===== config.mk =====
export PLATFORM = sky130hd
export DESIGN_NAME = dmem_arbiter
export DESIGN_NICKNAME = d
export VERILOG_FILES = /design/src/rtl/dmem_arbiter.sv
export SDC_FILE = /design/constraint.sdc
export NUM_CORES = 1
export LEC_CHECK = 0
export BUFFER_PORTS_ARGS = -buffer_cell sky130_fd_sc_hd__buf_2
export CORE_AREA = 2 2 117 119
export DETAILED_ROUTE_END_ITERATION = 10
export DIE_AREA = 0 0 119 121
export PLACE_DENSITY = 0.77
export RECOVER_POWER = 100
export SETUP_SLACK_MARGIN = 0.4
export SLEW_MARGIN = 30
export SYNTH_ARGS = -nofsm -noshare
export SYNTH_HDL_FRONTEND = slang
export SYNTH_SLANG_ARGS = --single-unit

===== constraint.sdc =====
create_clock -name clk -period 3.3 [get_ports clk]
set_clock_uncertainty 0.05 [all_clocks]
set_input_delay 0.495 -clock clk [delete_from_list [all_inputs] [get_ports clk]]
set_output_delay 0.495 -clock clk [all_outputs]
set_load 0.02 [all_outputs]

===== src/rtl/dmem_arbiter.sv =====
// dmem_arbiter: two-port round-robin arbiter in front of one shared data memory.
// Define DMEM_ARB_ADDR_CHECK_EN to reject misaligned or out-of-range addresses.
//
// state    | meaning
// ST_IDLE  | waiting for a request; arbitrates and latches the winner's command
// ST_ISSUE | latched command driven to memory; read data captured at the end
// ST_DONE  | ack (and err) to the winner; priority handed to the other port
module dmem_arbiter #(
    parameter int DATA_WIDTH = 32,
    parameter int ADDR_WIDTH = 32,
    parameter int MEM_DEPTH  = 1024
) (
    input  logic                  clk,
    input  logic                  rst,
    input  logic                  p0_req,
    input  logic                  p0_we,
    input  logic [ADDR_WIDTH-1:0] p0_addr,
    input  logic [DATA_WIDTH-1:0] p0_wdata,
    output logic                  p0_ack,
    output logic [DATA_WIDTH-1:0] p0_rdata,
    output logic                  p0_err,
    input  logic                  p1_req,
    input  logic                  p1_we,
    input  logic [ADDR_WIDTH-1:0] p1_addr,
    input  logic [DATA_WIDTH-1:0] p1_wdata,
    output logic                  p1_ack,
    output logic [DATA_WIDTH-1:0] p1_rdata,
    output logic                  p1_err,
    output logic                  mem_w_en,
    output logic [ADDR_WIDTH-1:0] mem_addr,
    output logic [DATA_WIDTH-1:0] mem_wdata,
    input  logic [DATA_WIDTH-1:0] mem_rdata
);

    typedef enum logic [1:0] {
        ST_IDLE  = 2'd0,
        ST_ISSUE = 2'd1,
        ST_DONE  = 2'd2
    } state_t;

    state_t                state;
    state_t                state_nxt;
    logic                  prio;
    logic                  cmd_we;
    logic                  cmd_id;
    logic                  cmd_err;
    logic [ADDR_WIDTH-1:0] cmd_addr;
    logic [DATA_WIDTH-1:0] cmd_wdata;

    logic                  any_req;
    logic                  grant;
    logic                  sel_we;
    logic [ADDR_WIDTH-1:0] sel_addr;
    logic [DATA_WIDTH-1:0] sel_wdata;
    logic                  latch_cmd;

    if (MEM_DEPTH < 1) begin : g_depth_check
        $error("dmem_arbiter: MEM_DEPTH must be at least 1");
    end

    // A lone requester always wins; a tie goes to the port holding priority.
    always_comb begin
        any_req   = p0_req | p1_req;
        grant     = (p0_req & p1_req) ? prio : p1_req;
        sel_we    = grant ? p1_we    : p0_we;
        sel_addr  = grant ? p1_addr  : p0_addr;
        sel_wdata = grant ? p1_wdata : p0_wdata;
        latch_cmd = (state == ST_IDLE) & any_req;
    end

    always_comb begin
        state_nxt = state;
        case (state)
            ST_IDLE:  if (any_req) state_nxt = ST_ISSUE;
            ST_ISSUE: state_nxt = ST_DONE;
            ST_DONE:  state_nxt = ST_IDLE;
            default:  state_nxt = ST_IDLE;
        endcase
    end

    always_ff @(posedge clk) begin
        if (rst) begin
            state     <= ST_IDLE;
            prio      <= 1'b0;
            cmd_we    <= 1'b0;
            cmd_id    <= 1'b0;
            cmd_addr  <= '0;
            cmd_wdata <= '0;
            p0_rdata  <= '0;
            p1_rdata  <= '0;
        end else begin
            state <= state_nxt;
            if (latch_cmd) begin
                cmd_we    <= sel_we;
                cmd_id    <= grant;
                cmd_addr  <= sel_addr;
                cmd_wdata <= sel_wdata;
            end
            if ((state == ST_ISSUE) && !cmd_we && !cmd_err) begin
                if (cmd_id) p1_rdata <= mem_rdata;
                else        p0_rdata <= mem_rdata;
            end
            if (state == ST_DONE) prio <= ~cmd_id;
        end
    end

`ifdef DMEM_ARB_ADDR_CHECK_EN
    localparam logic [ADDR_WIDTH:0] ADDR_LIMIT = (ADDR_WIDTH + 1)'(MEM_DEPTH) << 2;

    logic sel_err;
    assign sel_err = (sel_addr[1:0] != 2'b00) || ({1'b0, sel_addr} >= ADDR_LIMIT);

    always_ff @(posedge clk) begin
        if (rst)            cmd_err <= 1'b0;
        else if (latch_cmd) cmd_err <= sel_err;
    end
`else
    assign cmd_err = 1'b0;
`endif

    // rst gates the strobe directly so a reset landing in ISSUE never commits a write.
    always_comb begin
        mem_addr  = cmd_addr;
        mem_wdata = cmd_wdata;
        mem_w_en  = (state == ST_ISSUE) & cmd_we & ~rst & ~cmd_err;
        p0_ack    = (state == ST_DONE) & ~cmd_id;
        p1_ack    = (state == ST_DONE) &  cmd_id;
        p0_err    = p0_ack & cmd_err;
        p1_err    = p1_ack & cmd_err;
    end

endmodule


* After elaboration in Yosys (flattened, before gate mapping)
Index checks and enable logic that the tools add are counted.
Word-level totals: register bits after elaboration 133, logic and storage cells 31, bits of input ports 166, output and inout bits 133
Cells by class: bitwise gates (word level) 9, mux-type cells 6, eq/ne operators 3, reductions and logical operators 5
Operators with widths (number):
- 2-to-1 mux 32 bit | 2
- AND 1 bit | 6
- one-hot mux 2 bit (2 select lines) | 1
- AND reduction 2 bit | 2
- == test 2 x 1 -> 1 bit, second input constant | 1
- == test 2 bit, second input constant | 1
- zero test 2 bit | 1
- 2-to-1 mux 1 bit | 2
- 2-to-1 mux 2 bit | 1
- != test 2 bit, second input constant | 1
- NOT 1 bit | 2
- logical AND 1 bit | 1
- zero test 1 bit | 1
- OR 1 bit | 1

* Longest topological paths before layout
depth after elaboration 3, depth in mapped cells 6, gate-level depth less buffers 3

* Worst setup path before layout
No wires, ideal clock.
path kind in2out, start point input port rst, end point output port mem_w_en, buffers on the path 1, arrival 1.064 ns, stages on the path 3, required time 2.755 ns, setup slack 1.691 ns, cell sequence buf_2 > nor3b_1 > and2_1
On the way: longest elaborated chain between the ends 2
Ends and longest elaborated chain:
- start, declared | line 14 | input logic rst,
- NOT 1 bit | line 125 | mem_w_en = (state == ST_ISSUE) & cmd_we & ~rst & ~cmd_err;
- AND 1 bit | line 125
- end, declared | line 29 | output logic mem_w_en,
Every way passes these cells.

* Worst setup path in the final report
start point register state[0], end point register p1_rdata[29]
On the way: longest elaborated chain between the ends 3
Ends and longest elaborated chain:
- start, declared | line 41 | state_t state;
- start signal, assigned | line 92 | state <= state_nxt;
- == test 2 x 1 -> 1 bit | line 99 | if ((state == ST_ISSUE) && !cmd_we && !cmd_err) begin
- logical AND 1 bit | line 99
- AND reduction 2 bit (no line)
- end signal, assigned | line 100 | if (cmd_id) p1_rdata <= mem_rdata;
- end, declared | line 27 | output logic [DATA_WIDTH-1:0] p1_rdata,
Every way passes these cells. A chain may end at the register's enable or synchronous reset.

==> metrics.md <==
| Metric | Value |
|---|---|
| Status | `complete, but fails checks` |
| Violations in the final reports | `capacitance limit, slew limit` |
| Tmin final | `approximately 2.4 ns` |
| Synth Area in Adders | `0%` |
| Final setup fails | `0` |
| Pint | `between 3000 and 4000 uW` |
| Critical Path, Cell by Cell | `nor4bb_1, clkbuf_1, nand2_1, a21oi_1` |
| Xor and xnor area share after synthesis | `0%` |
| Hold Vio Cnt, Final | `0` |
| Seq/Total Area, Yosys | `47.1%` |
| Hold EP | `state[1]` |
| Number of synthesized register bits | `between 100 and 150` |
| Worst Tran Pin Value | `1.50 ns` |
| First-pass GRT wire length | `roughly 29 mm` |
| CP required | `between 3 and 4 ns` |
| Hold buffers post-CTS | `0` |
| Post-synthesis instance total | `about 700` |
| Placer Congestion | `~0.84` |
| Die footprint | `14400 sq um` |
| Longest Clk Path Bufs | `2` |
| Worst VDD drop | `0.313 mV` |
| Mux contribution to synthesized area | `0%` |
| Syn_area_per_cell | `between 8 and 9 sq um` |
| Clock Power Share | `41.6%` |
| TritonCTS buffer count | `17` |
| Cell Pwr Density | `598 nW/um^2` |
| Top cell type's share of synthesized area | `47.1%` |
| WP buf/inv | `1` |
| Combinational Power Share | `18.0%` |
| Antenna violations before repair | `4` |
| Worst Path Arrival | `between 2 and 3 ns` |
| Layout cells sized above 1 | `23.8%` |
| Setup crit end kind | `flip-flop` |
| Reg2Reg Launch Point | `state[0]` |
| Final period util | `a little under three quarters` |
| Synth area leaders | `dfxtp_1 (47%), a21oi_1 (12%), nand2_1 (8.5%)` |
| Netlist cell types | `29` |
| Largest net degree at the start of global routing | `72` |
| Critical Path Stages | `4` |
| Post-CTS Setup Inserts | `0` |
| Fillers | `1265` |
| CTS root buffer | `clkbuf_16` |
| IO Port Bufs | `296` |
| Commonest non-fill, non-tap cell in the layout | `buf_2` |
| Hold path start | `rst` |
| Crit-path slowest cell | `clkbuf_1` |
| Sequential power share | `approximately two fifths` |
| Leak | `0.00277 uW` |
| DR vias/cell | `approximately 5.5` |
| Core area | `between 10000 and 15000 sq um` |
| Crit-path leading delay family | `buffers and inverters` |
| Row count | `42` |
| Final Max Tran Viols | `32` |
| CTS tree | `done` |
| RSZ-0062 raised after global routing | `false` |
| Yosys top cell by area | `dfxtp_1` |
| Initial core utilization | `between 40% and 50%` |
| Routed len/inst | `between 15 and 20 microns` |
| Reg-to-reg slack, setup | `roughly 0.93 ns` |
| Reg-to-Reg End | `p1_rdata[29]` |
| Largest stage delay, worst path | `approximately 1.1 ns` |
| Largest family of logic cells by synthesized area | `compound AO/OA/AOI/OAI gates` |
| Post-CTS resize count | `0` |
| WHS Path Cells | `2` |
| GRT Util Overall | `about a quarter` |
| Final net count | `~1100` |
| Setup CP Type | `flip-flop to flip-flop` |
| Htree depth | `4` |
| Slew headroom | `-0.0884%` |
| Antenna Nets Post-Route | `0` |
| Most frequent cells in the layout | `buf_2 (164), dfxtp_1 (133), clkbuf_1 (132), a21oi_1 (131), nand2_1 (128)` |
| Synth warn | `0` |
| CP Launch Point | `state[0]` |
| CP Max Fanout | `32` |
| Synth Area in Compound Gates | `29.8%` |
| Sink Count | `approximately 130` |
| Die H | `121 microns` |
| Placed Cells | `around 1100` |
| First-pass iteration count of the detailed router | `5` |
| MaxCap Viol Count | `1` |
| Global route overflow | `0` |
| Switch share | `approximately 30%` |
| DP HPWL | `12.4 mm` |
| NetSw | `approximately 1300 uW` |
| Hold crit path type | `input port to flip-flop` |
| DRT Wirelength | `between 15 and 20 mm` |
| Worst setup SP type | `flip-flop` |
| Iter 0 DRT Violations | `just over 500` |
| Area grow syn2layout | `32.3%` |
| Die Width | `about 120 microns` |
| Multi-input logic area | `2580 sq um` |
| Final cell count without fillers | `between 1000 and 1500` |
| CTS clk-pin slew, worst paths | `roughly 0.050 ns` |
| DR vias | `6262` |
| Worst skew pair latency | `between 0.4 and 0.5 ns` |
| Max Fclk | `0.421 GHz` |
| Vias in the first global route | `~5800` |
| Post-synthesis simple-gate area fraction | `between 15 and 20%` |
| Synthesized area | `about 5700 sq um` |
| Io pins | `about 300` |
| Reg area | `between 2000 and 3000 sq um` |
| DRC | `0` |
| R2R cell count | `4` |
| TNS Setup | `0 ns` |
## final cells by class
| class | instances | share of cell area (%) |
|---|---|---|
| Antenna cell | 5 | 0.167 |
| Multi-Input combinational cell | 474 | 34.5 |
| Timing Repair Buffer | 308 | 18.8 |
| Clock inverter | 14 | 2.04 |
| Clock buffer | 18 | 5.87 |
| Inverter | 2 | 0.100 |
| Sequential cell | 133 | 35.6 |
| Tap cell | 176 | 2.95 |
## state kept, by name, indices dropped and copies added (netlist names)
register	cells
cmd_id	1
cmd_we	1
mem_addr	32
mem_wdata	32
p0_rdata	32
p1_rdata	32
prio	1
state	2
## power groups by stage
stage,clock network [uW],registers [uW],logic [uW]
final,1860,1810,806
after floorplan,0,1980,400
after global placement,0,1830,847
after CTS,1900,1800,858
after detailed placement,0,1830,857
after global routing,1970,1820,875
## kinds of logic (layout without fill, tap and decap cells)
kind of cell	count (synthesis)	after routing
DFF	133	133
AOI/OAI and AO/OA	262	262
other	1	7
buffers and inverters	84	342
and+or+nand+nor	210	210
## worst max-delay path by stage
stage / end
after floorplan: mem_w_en
after global placement: mem_addr[7]
after detailed placement: mem_wdata[3]
after CTS: p0_ack
after global routing: p1_rdata[29]
final: p1_rdata[29]
## cells in the mapped netlist
cell and n:
buf_2 22, nor2b_1 2, nand2_1 128, o21ai_1 9, inv_2 1, dfxtp_1 133, inv_1 1, nor4bb_1 1
buf_1 6, buf_4 6, nand4bb_1 1, or2_1 1, a21oi_1 131, clkbuf_1 46, nor2_1 3, and2_1 1
nor3b_1 2, o21ai_0 56, buf_6 1, and2_4 1, conb_1 1, clkbuf_2 1, nand2b_1 2, a311oi_1 45
or4b_1 1, nand3_1 66, a21o_1 1, nor4b_2 1, a311oi_2 20
## metal layers
metal | routed length (microns) | share of wire [%] | up-vias | GRT usage, %
met5 | 0 | 0 | - | 0
met4 | 735 | 3.9 | 0 | 15.5
met3 | 1640 | 8.6 | 49 | 6.91
met2 | 9110 | 48 | 319 | 39.9
met1 | 7540 | 40 | 2909 | 31.1
li1 | - | - | 2985 | -
## per-stage QoR
| step | hold slack (ns) | setup slack [ns] | total power [uW] | area [sq um] | utilization, % |
|---|---|---|---|---|---|
| final | 0.220 | 0.927 | 4470 | 7480 | 57.1 |
| after global routing | 0.201 | 0.727 | 4670 | 7470 | 57.1 |
| after global placement | 0.389 | 1.22 | 2680 | 7130 | 54.5 |
| after detailed placement | 0.394 | 1.16 | 2690 | 7130 | 54.5 |
| after CTS | 0.195 | 1.15 | 4560 | 7720 | 59.0 |
| after floorplan | 0.421 | 1.69 | 2380 | 5660 | - |
Power figures use the tool's default switching activity.
